**src/rtl/bus_pkg.sv**
```systemverilog
// Shared bus definitions for the APU DMA arbiter: read/write encoding,
// register addresses, FSM state and bus-owner encodings.
package bus_pkg;

    localparam logic BUS_READ  = 1'b1;
    localparam logic BUS_WRITE = 1'b0;

    localparam logic [15:0] DMA_REG  = 16'h4014;
    localparam logic [15:0] OAM_DATA = 16'h2004;

    typedef enum logic [2:0] {
        IDLE,
        HALT,
        ALIGN,
        OAM_RD,
        OAM_WR,
        DMC_RD,
        DMC_ALIGN
    } dma_state_t;

    typedef enum logic [2:0] {
        OWN_CPU,
        OWN_DUMMY,
        OWN_DMC,
        OWN_OAM_RD,
        OWN_OAM_WR
    } bus_owner_t;

endpackage

```
**src/rtl/apu_dma_arbiter_if.sv**
```systemverilog
// System bus between the arbiter (master) and the memory/PPU decoder (slave).
// bus_rdata is valid at the clk edge that ends the cycle.
interface apu_dma_arbiter_if;

    logic [15:0] bus_addr;
    logic [7:0]  bus_wdata;
    logic        bus_rw;
    logic [7:0]  bus_rdata;

    modport master (
        output bus_addr,
        output bus_wdata,
        output bus_rw,
        input  bus_rdata
    );

    modport slave (
        input  bus_addr,
        input  bus_wdata,
        input  bus_rw,
        output bus_rdata
    );

endinterface

```
**src/rtl/bus_mux.sv**
```systemverilog
// Combinational owner select of the system bus address, write data and direction.
module bus_mux
    import bus_pkg::*;
#(
    parameter logic [15:0] OAM_DATA_ADDR = OAM_DATA
) (
    input  bus_owner_t  owner,
    input  logic [15:0] cpu_addr,
    input  logic [7:0]  cpu_dout,
    input  logic        cpu_rw,
    input  logic [15:0] dmc_addr,
    input  logic [15:0] oam_addr,
    input  logic [7:0]  latch_data,
    output logic [15:0] bus_addr,
    output logic [7:0]  bus_wdata,
    output logic        bus_rw
);

    // Dummy cycles fall through the defaults: a read at the CPU's address.
    always_comb begin
        bus_addr  = cpu_addr;
        bus_wdata = latch_data;
        bus_rw    = BUS_READ;
        case (owner)
            OWN_CPU: begin
                bus_wdata = cpu_dout;
                bus_rw    = cpu_rw;
            end
            OWN_DMC:    bus_addr = dmc_addr;
            OWN_OAM_RD: bus_addr = oam_addr;
            OWN_OAM_WR: begin
                bus_addr = OAM_DATA_ADDR;
                bus_rw   = BUS_WRITE;
            end
            default: ;
        endcase
    end

endmodule

```
**src/rtl/apu_dma_arbiter.sv**
```systemverilog
// Arbitrates the system bus between the 6502 core, OAM sprite DMA and DMC sample
// fetches; stalls the core via cpu_rdy and slots DMA reads into get cycles.
module apu_dma_arbiter
    import bus_pkg::*;
#(
    parameter logic [15:0] DMA_REG  = bus_pkg::DMA_REG,
    parameter logic [15:0] OAM_DATA = bus_pkg::OAM_DATA,
    parameter int          OAM_LEN  = 256
) (
    input  logic                      clk,
    input  logic                      n_reset,
    input  logic [15:0]               cpu_addr,
    input  logic [7:0]                cpu_dout,
    input  logic                      cpu_rw,
    output logic                      cpu_rdy,
    apu_dma_arbiter_if.master         bus,
    // dmc_req is a level request; dmc_valid pulses for one cycle after the
    // fetch and the requester must drop dmc_req within that same cycle.
    input  logic                      dmc_req,
    input  logic [15:0]               dmc_addr,
    output logic [7:0]                dmc_data,
    output logic                      dmc_valid,
    output logic                      busy,
    output dma_state_t                dbg_state
);

    localparam logic [7:0] LAST_IDX = 8'(OAM_LEN - 1);

    dma_state_t state;
    dma_state_t state_nxt;
    dma_state_t slot_nxt;
    bus_owner_t owner;

    logic       parity;
    logic [7:0] page;
    logic [7:0] idx;
    logic [7:0] data;
    logic       oam_pend;
    logic       trigger;

    assign trigger   = (state == IDLE) && (cpu_rw == BUS_WRITE) && (cpu_addr == DMA_REG);
    assign dbg_state = state;

    // Decision taken whenever the next cycle is a get slot; DMC wins over OAM.
    always_comb begin
        slot_nxt = IDLE;
        if (dmc_req)       slot_nxt = DMC_RD;
        else if (oam_pend) slot_nxt = OAM_RD;
    end

    always_ff @(posedge clk or negedge n_reset) begin
        if (!n_reset) state <= IDLE;
        else          state <= state_nxt;
    end

    always_comb begin
        state_nxt = IDLE;
        case (state)
            IDLE:      state_nxt = (trigger || dmc_req) ? HALT : IDLE;
            HALT:      state_nxt = parity ? slot_nxt : ALIGN;
            ALIGN:     state_nxt = slot_nxt;
            DMC_ALIGN: state_nxt = slot_nxt;
            DMC_RD:    state_nxt = oam_pend ? DMC_ALIGN : IDLE;
            OAM_RD:    state_nxt = OAM_WR;
            OAM_WR:    state_nxt = (idx == LAST_IDX) ? IDLE : slot_nxt;
            default:   state_nxt = IDLE;
        endcase
    end

    always_comb begin
        owner   = OWN_DUMMY;
        cpu_rdy = 1'b0;
        busy    = 1'b1;
        case (state)
            IDLE: begin
                owner   = OWN_CPU;
                cpu_rdy = 1'b1;
                busy    = 1'b0;
            end
            DMC_RD:  owner = OWN_DMC;
            OAM_RD:  owner = OWN_OAM_RD;
            OAM_WR:  owner = OWN_OAM_WR;
            default: owner = OWN_DUMMY;
        endcase
    end

    always_ff @(posedge clk or negedge n_reset) begin
        if (!n_reset) begin
            parity    <= 1'b0;
            page      <= 8'h00;
            idx       <= 8'h00;
            data      <= 8'h00;
            oam_pend  <= 1'b0;
            dmc_data  <= 8'h00;
            dmc_valid <= 1'b0;
        end else begin
            parity    <= ~parity;
            dmc_valid <= (state == DMC_RD);
            if (trigger) begin
                page     <= cpu_dout;
                idx      <= 8'h00;
                oam_pend <= 1'b1;
            end
            if (state == OAM_RD) data <= bus.bus_rdata;
            if (state == DMC_RD) dmc_data <= bus.bus_rdata;
            if (state == OAM_WR) begin
                if (idx == LAST_IDX) oam_pend <= 1'b0;
                else                 idx <= idx + 8'h01;
            end
        end
    end

    bus_mux #(
        .OAM_DATA_ADDR (OAM_DATA)
    ) u_bus_mux (
        .owner      (owner),
        .cpu_addr   (cpu_addr),
        .cpu_dout   (cpu_dout),
        .cpu_rw     (cpu_rw),
        .dmc_addr   (dmc_addr),
        .oam_addr   ({page, idx}),
        .latch_data (data),
        .bus_addr   (bus.bus_addr),
        .bus_wdata  (bus.bus_wdata),
        .bus_rw     (bus.bus_rw)
    );

endmodule

```
**src/flat_wrapper.sv**
```systemverilog
// flat-port wrapper written by rule: the top's interface ports become plain ports
module apu_dma_arbiter_flat import bus_pkg::*;
#(
    parameter logic [15:0] DMA_REG  = bus_pkg::DMA_REG,
    parameter logic [15:0] OAM_DATA = bus_pkg::OAM_DATA,
    parameter int          OAM_LEN  = 256
)
  (clk, n_reset, cpu_addr, cpu_dout, cpu_rw, cpu_rdy, dmc_req, dmc_addr, dmc_data, dmc_valid, busy, dbg_state, bus_bus_addr, bus_bus_wdata, bus_bus_rw, bus_bus_rdata);
  apu_dma_arbiter_if bus_i ();
  input  logic clk;
  input  logic n_reset;
  input  logic [15:0] cpu_addr;
  input  logic [7:0] cpu_dout;
  input  logic cpu_rw;
  output logic cpu_rdy;
  input  logic dmc_req;
  input  logic [15:0] dmc_addr;
  output logic [7:0] dmc_data;
  output logic dmc_valid;
  output logic busy;
  output dma_state_t dbg_state;
  output wire logic [$bits(bus_i.bus_addr)-1:0] bus_bus_addr;
  output wire logic [$bits(bus_i.bus_wdata)-1:0] bus_bus_wdata;
  output wire logic [$bits(bus_i.bus_rw)-1:0] bus_bus_rw;
  input wire logic [$bits(bus_i.bus_rdata)-1:0] bus_bus_rdata;
  assign bus_bus_addr = bus_i.bus_addr;
  assign bus_bus_wdata = bus_i.bus_wdata;
  assign bus_bus_rw = bus_i.bus_rw;
  assign bus_i.bus_rdata = bus_bus_rdata;
  apu_dma_arbiter #(.DMA_REG(DMA_REG), .OAM_DATA(OAM_DATA), .OAM_LEN(OAM_LEN)) u_core (.clk(clk), .n_reset(n_reset), .cpu_addr(cpu_addr), .cpu_dout(cpu_dout), .cpu_rw(cpu_rw), .cpu_rdy(cpu_rdy), .bus(bus_i), .dmc_req(dmc_req), .dmc_addr(dmc_addr), .dmc_data(dmc_data), .dmc_valid(dmc_valid), .busy(busy), .dbg_state(dbg_state));
endmodule
```
**config.mk**
```make
export PLATFORM = sky130hd
export DESIGN_NAME = apu_dma_arbiter_flat
export DESIGN_NICKNAME = d
export VERILOG_FILES = /design/src/rtl/bus_pkg.sv /design/src/rtl/apu_dma_arbiter_if.sv /design/src/rtl/bus_mux.sv /design/src/rtl/apu_dma_arbiter.sv /design/src/flat_wrapper.sv
export SDC_FILE = /design/constraint.sdc
export NUM_CORES = 1
export LEC_CHECK = 0
export BUFFER_PORTS_ARGS = -buffer_cell sky130_fd_sc_hd__buf_2
export CORE_UTILIZATION = 30
export CTS_BUF_LIST = sky130_fd_sc_hd__clkbuf_8 sky130_fd_sc_hd__clkbuf_16
export DETAILED_ROUTE_END_ITERATION = 8
export PLACE_DENSITY = 0.64
export RECOVER_POWER = 100
export SYNTH_ARGS = -nofsm -noshare
export SYNTH_HDL_FRONTEND = slang
export SYNTH_HIERARCHICAL = 1
export SYNTH_SLANG_ARGS = --single-unit
```
**constraint.sdc**
```tcl
create_clock -name clk -period 3.5 [get_ports clk]
set_input_delay 0.7 -clock clk [delete_from_list [all_inputs] [get_ports clk]]
set_output_delay 0.7 -clock clk [all_outputs]
set_load 0.005 [all_outputs]
```
==> out/metrics.yaml, run 1 <==
outcome: "finished with violations"
violations: "capacitance limit, slew limit"
cp.arrival_ns: 2.59
overflow: 0
worst_slew_pin_slew_ns: 2.05
fin_setup_tns_ns: 0
gr-usage-all-layers_pct: 15.9
die_w_um: 89.4
initial_core_util_pct: 31.3
stdcell_area_um2: 2910
ir_drop_mv: 0.332
clock_latency_ns: 0.29
vias_per_cell: 4.87
detail-route-antenna-nets: 0
ys_seq_elements: 38
cp.required_ns: 2.80
cts_tree: "built"
async_reset_ff_share_pct: 100
pin_count: 91
cts-root-buf: "clkbuf_8"
netlist_instances: 245
syn_area_per_cell_um2: 9.35
drc: 0
cts_buffers: 5
wl_per_cell_um: 14.8
hpwl_um: 4870
clock-sinks: 38
diodes: 0
die_h_um: 89.4
r2r_slack_ns: 0.70
ys.flop_type: "dfrtp_1"
die_area_um2: 7990
clk_pin_slew_ns: 0.07
crit_path_end_kind: "output pin"
dpl_cell_area_um2: 2810
worstSetupPathType: "reg -> out"
antenna_found_initial: 0
drv_slew: 39
layout.cells.non_filler: 438
core-area_um2: 7330
htreeDepth: 2
drt_iter0_drc: 131
hold-path-endpoint: "u_core/parity"
grt_pass1_vias: 1928
rows: 31
synth_top_area_cell: "dfrtp_1"
grt_max_degree: 39
p_leak_nw: 1.36
fin_crit_ns: 3.29
max_freq_mhz: 304
power_density_nw_per_um2: 718
placedCellCount: 426
synth_area_leaders: "dfrtp_1 42%, mux2_2 8.8%, nand2_1 5.7%"
relSlewSlack_pct: -36.8
r2r_start: "u_core/dbg_state[1]"
cp-start-kind: "flip-flop"
final-hold-violation-count: 0
min_from: "u_core/parity"
hp-class: "reg -> reg"
synth_cell_types: 44
ys_seq_area_share_pct: 41.5
synth_area_um2: 2290
fin_nets: 391
synth_top_area_share_pct: 41.5
setup_viol: 0
synth_nets: 298
first_pass_iters: 4
grt_pass1_wl_um: 9420
drt-total-wl_um: 6490
clock_path_buffers: 2
crit_fanout: 22
drive_gt1_share_pct: 33.0
max-cap-violations: 1
skew_ns: 0.00378
cts_hold_buf: 0
rsz0062_at_grt: "no"
finalWeightedCongestion: 0.808
min_delay_path_depth: 1
vias: 2133
port_buffers: 90
synth_edf_count: 0
finalCritPeriodShare_pct: 94.0
hold_ws_ns: 0.466
ys.warnings.count: 6
total_power_w: 0.00209
area_delta_synth_final_pct: 27.0
r2r_cells: 4
reg2reg_to: "u_core/page[7]"
state kept, by name, indices dropped and copies added, names as in the netlist:
register	flops
u_core/dmc_data	8
u_core/oam_pend	1
u_core/page	8
u_core/idx	8
u_core/dmc_valid	1
u_core/parity	1
u_core/data	8
u_core/dbg_state	3
worst max path at each step:
stage               slack (ns)          endpoint                start
floorplan                 0.76   bus_bus_addr[7]  u_core/dbg_state[1]
global placement          0.48   bus_bus_addr[7]  u_core/dbg_state[1]
detailed placement        0.38  bus_bus_addr[14]  u_core/dbg_state[1]
CTS                       0.05  bus_bus_addr[14]  u_core/dbg_state[1]
global route              0.06   bus_bus_addr[5]  u_core/dbg_state[0]
finish                    0.21  bus_bus_wdata[1]  u_core/dbg_state[0]
cell usage after synthesis, drive strengths merged (2+ instances only):
| master | instances |
|---|---|
| dfrtp | 38 |
| nand2 | 35 |
| nor2 | 31 |
| mux2 | 24 |
| nor3 | 19 |
| nor4 | 17 |
| buf | 10 |
| inv | 9 |
| o21ai | 9 |
| nand3 | 6 |
| a31oi | 4 |
| nand3b | 4 |
| nor2b | 3 |
| o22ai | 3 |
| a21o | 2 |
| and3 | 2 |
| clkbuf | 2 |
| nand4 | 2 |
| o211ai | 2 |
| o311ai | 2 |
| o31ai | 2 |
| o32a | 2 |
| xor2 | 2 |
layer usage:
layer  vias to the layer above  wire length (um)  part of all wire, %  global-route usage (%)
met4                         0                40                 0.62                    3.32
li1                       1062                 -                    -                       -
met1                       988              3010                   46                    21.1
met5                         -                 0                    0                       0
met2                        79              2990                   46                    26.1
met3                         4               450                  6.9                    4.43
through the flow:
stage	util, %	setup WS (ns)
CTS	40.3	0.0510
global placement	38.4	0.481
finish	39.7	0.209
floorplan	-	0.756
global route	39.7	0.0554
detailed placement	38.4	0.380
cells by family after synthesis:
kind of cell,count (synthesis),synth area share (%)
buffers and inverters,22,5.30
AOI/OAI and AO/OA,29,8.52
adders and majority gates,1,0.546
muxes,25,13.2
xor gates and xnor gates,3,1.15
DFF,38,41.5
and+or+nand+nor,127,29.8
cell usage in the layout (no fill, tap or decap), drive strengths merged, types with 6 or more instances in the layout:
cell     n
inv      9
mux2    24
nand3    6
nor3    19
nor4    17
buf     69
nand2   35
nor2    31
clkbuf  35
dfrtp   38
o21ai    9
report_power, final:
group	switching (W)	leakage, nW	internal, W
combinational	0.000477	0.810	0.000424
sequential	0.000138	0.477	0.000588
clock	0.000158	0.0714	0.000304
critical path, cell delays in order, from the launching register on:
cell     delay [ns]
dfrtp_1        0.46
nor2b_1        0.18
or2_2          0.49
nor3_2         0.48
buf_4          0.23
mux2_2         0.33
buf_2          0.13
timing repair:
item / 4_1_cts / 5_1_grt
setup endpoints to repair: 0 / 14
gates resized for setup: 0 / 1
hold endpoints to repair: 0 / 0
setup buffers: 0 / 4
area by class of cell:
cell class                      count  area [um^2]
Timing Repair Buffer               98          472
Multi-Input combinational cell    185         1180
Sequential cell                    38          951
Fill cell                         771         4420
Clock inverter                      2         60.1
Tap cell                           99          124
Clock buffer                        6         82.6
Inverter                           10         37.5
(Power assumes the default switching activity.)
==> run 2: changes to the inputs <==
- CORE_UTILIZATION: 30 -> 49
- MAX_ROUTING_LAYER: default -> met4
- PLACE_DENSITY: 0.64 -> 0.91
==> out/metrics.yaml, run 2 (synthesis gave the netlist of run 1 again) <==
ir_drop_mv: 0.404  # was 0.332 mV
drc: 0  # unchanged
setup_viol: 0  # unchanged
final-hold-violation-count: 0  # unchanged
total_power_w: 0.00199  # was 0.00209 W
crit_chain: "nor2b_1 > or2_2 > nor3_2 > clkbuf_1 > mux2_2 > buf_2"  # was nor2b_1 > or2_2 > nor3_2 > buf_4 > mux2_2 > buf_2
cts_buffers: 5  # unchanged
port_buffers: 90  # unchanged
area_delta_synth_final_pct: 21.5  # was 27.0%
min_from: "u_core/parity"  # unchanged
drive_gt1_share_pct: 33.5  # was 33.0%
rsz0062_at_grt: "no"  # unchanged
crit_fanout: 22  # unchanged
final_common_cell: "buf_2"  # unchanged
multiInputGateArea_um2: 1160  # was 1180 um^2
core-area_um2: 4410  # was 7330 um^2
max-cap-violations: 1  # unchanged
overflow: 0  # unchanged
initial_core_util_pct: 51.9  # was 31.3%
clk_pin_slew_ns: 0.07  # about the same
rows: 24  # was 31
worst_slew_pin_slew_ns: 1.94  # was 2.05 ns
clock_path_buffers: 2  # unchanged
crit_buf_inv: 2  # unchanged
vias_per_cell: 5.64  # was 4.87
grt_pass1_wl_um: 9820  # was 9420 um
fin_crit_ns: 3.37  # was 3.29 ns
p_leak_nw: 1.35  # was 1.36 nW
relSlewSlack_pct: -29.6  # was -36.8%
fin_nets: 387  # was 391
wl_per_cell_um: 15.4  # was 14.8 um
cts_tree: "built"  # unchanged
max_freq_mhz: 296  # was 304 MHz
grt_max_degree: 39  # unchanged
die_w_um: 70.4  # was 89.4 um
r2r_start: "u_core/dbg_state[1]"  # unchanged
layout_common_cells: "71 x buf_2, 38 x dfrtp_1, 35 x nand2_1"  # was 62 x buf_2, 38 x dfrtp_1, 35 x nand2_1
slowest_stage: "or2_2"  # unchanged
violations: "capacitance limit, slew limit"  # unchanged
finalCritPeriodShare_pct: 96.4  # was 94.0%
pin_count: 91  # unchanged
min_delay_path_depth: 1  # unchanged
fin_setup_tns_ns: 0  # unchanged
htreeDepth: 2  # unchanged
hp-class: "reg -> reg"  # unchanged
antenna_found_initial: 0  # unchanged
gr-usage-all-layers_pct: 25.9  # was 15.9%
drt_iter0_drc: 114  # was 131
hpwl_um: 4410  # was 4870 um
r2r_cells: 4  # unchanged
die_area_um2: 4950  # was 7990 um^2
clock-sinks: 38  # unchanged
cts_hold_buf: 0  # unchanged
seqCellArea_um2: 951  # unchanged
r2r_slack_ns: 0.73  # was 0.70 ns
vias: 2178  # was 2133
die_h_um: 70.4  # was 89.4 um
detail-route-antenna-nets: 0  # unchanged
drv_slew: 39  # unchanged
crit_path_end_kind: "output pin"  # unchanged
finalWeightedCongestion: 0.936  # was 0.808
cpLargestDelayFamily: "simple AND/OR/NAND/NOR gates"  # unchanged
hold-path-endpoint: "u_core/parity"  # unchanged
diodes: 0  # unchanged
power_density_nw_per_um2: 714  # was 718 nW/um^2
worstSetupPathType: "reg -> out"  # unchanged
drt-total-wl_um: 5950  # was 6490 um
slowest_delay_ns: 0.47  # was 0.49 ns
grt_pass1_vias: 2114  # was 1928
cts-root-buf: "clkbuf_8"  # unchanged
first_pass_iters: 4  # unchanged
outcome: "finished with violations"  # unchanged
clock_latency_ns: 0.29  # about the same
reg2reg_to: "u_core/page[2]"  # was u_core/page[7]
nFillCells: 384  # was 771
skew_ns: 0.00323  # was 0.00378 ns
cp-start-kind: "flip-flop"  # unchanged
cp.arrival_ns: 2.67  # was 2.59 ns
cp.required_ns: 2.80  # about the same
[run 2: cell count changes in the layout (fill, tap and decap cells not counted), sizes merged]
cell    delta
buf        +4
bufinv     -1
clkbuf     -8
[run 2: worst max-delay path by stage]
stage / to / start / slack, ns / cells after the start
2_1_floorplan: bus_bus_addr[7] / u_core/dbg_state[1] / 0.76 / 9
3_3_place_gp: bus_bus_addr[7] / u_core/dbg_state[1] / 0.56 / 6
3_5_place_dp: bus_bus_addr[1] / u_core/dbg_state[1] / 0.47 / 6
4_1_cts: bus_bus_addr[1] / u_core/dbg_state[1] / 0.14 / 6
5_1_grt: bus_bus_addr[1] / u_core/dbg_state[2] / 0.03 / 6
6_report: bus_bus_wdata[7] / u_core/dbg_state[0] / 0.13 / 6
[run 2: report_power, final]
group          internal (W)  total [W]  switching (W)
Combinational      0.000413   0.000881       0.000467
Clock              0.000228   0.000373       0.000146
Sequential         0.000589   0.000731       0.000143
Total               0.00123    0.00199       0.000756
[run 2: cell type report]
cell class                 count  area share (%)
tap                           52            2.34
sequential                    38            34.2
clock inverter                 1            1.08
timing repair buffer          94            16.2
inverter                      10            1.35
clock buffer                   6            2.97
multi-input combinational    185            41.9
[run 2: per-layer routing]
| metal | up-vias | GRT usage [%] | share of wire (%) |
|---|---|---|---|
| li1 | 1055 | - | - |
| met1 | 1010 | 31.7 | 42 |
| met2 | 99 | 43.8 | 49 |
| met3 | 14 | 4.47 | 6.6 |
| met4 | 0 | 7.33 | 2.0 |
| met5 | - | - | 0 |
[run 2: timing repair]
item / in CTS / in global routing
gates resized for setup: 0 / 1
setup buffers: 0 / 0
setup endpoints to repair: 0 / 13
[run 2: stage by stage]
stage	cells	setup slack, ns	cell area, um^2	hold slack [ns]	util [%]
after floorplan	245	0.756	2290	0.404	-
after global placement	379	0.564	2750	0.445	62.4
after detailed placement	379	0.466	2750	0.448	62.4
after CTS	386	0.143	2870	0.458	64.9
after global routing	386	0.0262	2780	0.492	63.0
final	386	0.127	2780	0.454	63.0
==> run 3: changes to the inputs <==
- CORE_UTILIZATION: 49 -> 52
- PLACE_DENSITY: 0.91 -> 0.95
- clock period: 3.5 -> 4.31 ns (I/O delays scaled with it)
==> out/metrics.yaml, run 3 (synthesis gave the netlist of run 1 again) <==
crit_buf_inv: 1  # was 2
worst_slew_pin_slew_ns: 1.94  # about the same
first_pass_iters: 4  # unchanged
clock_path_buffers: 2  # unchanged
grt_pass1_vias: 1954  # was 2114
cp.required_ns: 3.45  # was 2.80 ns
drt_iter0_drc: 123  # was 114
power_density_nw_per_um2: 570  # was 714 nW/um^2
ir_drop_mv: 0.416  # was 0.404 mV
cts_tree: "built"  # unchanged
finalCritPeriodShare_pct: 86.6
die_h_um: 68.4  # was 70.4 um
drt-total-wl_um: 6070  # was 5950 um
stdcell_area_um2: 2750  # was 2780 um^2
cts_buffers: 5  # unchanged
hp-class: "reg -> reg"  # unchanged
vias: 2186  # was 2178
slowest_stage: "and2b_1"  # was or2_2
fin_nets: 384  # was 387
drive_gt1_share_pct: 31.6  # was 33.5%
final_util_pct: 66.9  # was 63.0%
grt_max_degree: 39  # unchanged
p_leak_nw: 1.31  # was 1.35 nW
met2_usage_pct: 46.0  # was 43.8%
initial_core_util_pct: 55.7  # was 51.9%
max-cap-violations: 2  # was 1
pin_count: 91  # unchanged
grt_busiest_layer: "met2"  # unchanged
grt_use_met3_pct: 6.17  # was 4.47%
detail-route-antenna-nets: 0  # unchanged
fin_crit_ns: 3.73
drv_slew: 52  # was 39
cpLargestDelayFamily: "simple AND/OR/NAND/NOR gates"  # unchanged
htreeDepth: 2  # unchanged
area_delta_synth_final_pct: 20.2  # was 21.5%
outcome: "finished with violations"  # unchanged
nFillCells: 339  # was 384
crit_fanout: 18  # was 22
fin_setup_tns_ns: 0  # unchanged
cts-root-buf: "clkbuf_8"  # unchanged
max_freq_mhz: 268
cts_resized: 0  # unchanged
final-hold-violation-count: 0  # unchanged
vias_per_cell: 5.72  # was 5.64
crit_path_frequent_cell: "nand2_1"
clk_pin_slew_ns: 0.08  # was 0.07 ns
relSlewSlack_pct: -30.7  # was -29.6%
slowest_delay_ns: 0.55  # was 0.47 ns
cts_hold_buf: 0  # unchanged
gr-usage-all-layers_pct: 27.9  # was 25.9%
die_area_um2: 4680  # was 4950 um^2
die_w_um: 68.4  # was 70.4 um
post_cts_buffers: 0  # unchanged
layout_common_cells: "66 x buf_2, 38 x dfrtp_1, 35 x nand2_1"  # was 71 x buf_2, 38 x dfrtp_1, 35 x nand2_1
port_buffers: 90  # unchanged
drc: 0  # unchanged
rows: 23  # was 24
worstSetupPathType: "reg -> out"  # unchanged
crit_path_end_kind: "output pin"  # unchanged
cp-start-kind: "flip-flop"  # unchanged
post-place-ws_ns: 0.951  # was 0.466 ns
dpl_cell_area_um2: 2730  # was 2750 um^2
crit_chain: "nor2b_1 > nand2_1 > nand2_1 > and2b_1 > nor2_1 > nor4_1 > clkbuf_1"  # was nor2b_1 > or2_2 > nor3_2 > clkbuf_1 > mux2_2 > buf_2
violations: "capacitance limit, slew limit"  # unchanged
cp.arrival_ns: 2.87  # was 2.67 ns
clock_latency_ns: 0.30  # was 0.29 ns
grt_pass1_wl_um: 9030  # was 9820 um
diodes: 0  # unchanged
rsz0062_at_grt: "no"  # unchanged
core-area_um2: 4120  # was 4410 um^2
final_common_cell: "buf_2"  # unchanged
hpwl_um: 4550  # was 4410 um
skew_ns: 0.00154  # was 0.00323 ns
setup_viol: 0  # unchanged
clock-sinks: 38  # unchanged
antenna_found_initial: 0  # unchanged
overflow: 0  # unchanged
finalWeightedCongestion: 0.917  # was 0.936
met1_usage_pct: 33.7  # was 31.7%
wl_per_cell_um: 15.9  # was 15.4 um
setup_slack_ns: 0.575  # was 0.127 ns
[run 3: layout make-up]
cell class                      count  area [um^2]  area share [%]
Clock inverter                      2         16.3           0.591
Multi-Input combinational cell    185         1180            42.8
Inverter                           10         37.5            1.36
Timing Repair Buffer               91          424            15.4
Tap cell                           50         62.6            2.27
Clock buffer                        6         82.6            3.00
Sequential cell                    38          951            34.5
[run 3: worst reg2reg max path, stage by stage, from the launching register on]
cell and delay (ns):
dfrtp_1 0.46, or3_1 0.45, or4b_1 0.57, nor3_1 1.54
mux2_2 0.45
[run 3: final timing paths]
kind                                      from            endpoint  slack, ns  cells past startpoint
max in group asynchronous              n_reset     u_core/oam_pend       2.10                      1
setup reg to reg           u_core/dbg_state[1]      u_core/page[1]       0.74                      4
hold reg to reg                  u_core/parity       u_core/parity       0.46                      1
hold / removal                   u_core/parity       u_core/parity       0.46                      1
min in group asynchronous              n_reset  u_core/dmc_data[5]       1.10                      1
setup / recovery           u_core/dbg_state[0]    bus_bus_addr[15]       0.58                      7
[run 3: metrics by stage]
| stage | std cells | hold WS (ns) | power (W) |
|---|---|---|---|
| after global placement | 374 | 0.448 | 0.00130 |
| after global routing | 382 | 0.490 | 0.00168 |
| after CTS | 382 | 0.468 | 0.00160 |
| after detailed placement | 374 | 0.452 | 0.00134 |
| final | 382 | 0.463 | 0.00157 |
| after floorplan | 245 | 0.417 | 0.00106 |
[run 3: report_power, final]
group / switching [W] / internal, W
clock: 0.000137 / 0.000132
combinational: 0.000382 / 0.000324
sequential: 0.000117 / 0.000478
[run 3: per-layer routing]
| metal | vias up | part of all wire [%] |
|---|---|---|
| li1 | 1047 | - |
| met1 | 1028 | 41 |
| met2 | 103 | 51 |
| met3 | 8 | 7.1 |
| met4 | 0 | 1.3 |
| met5 | - | 0 |
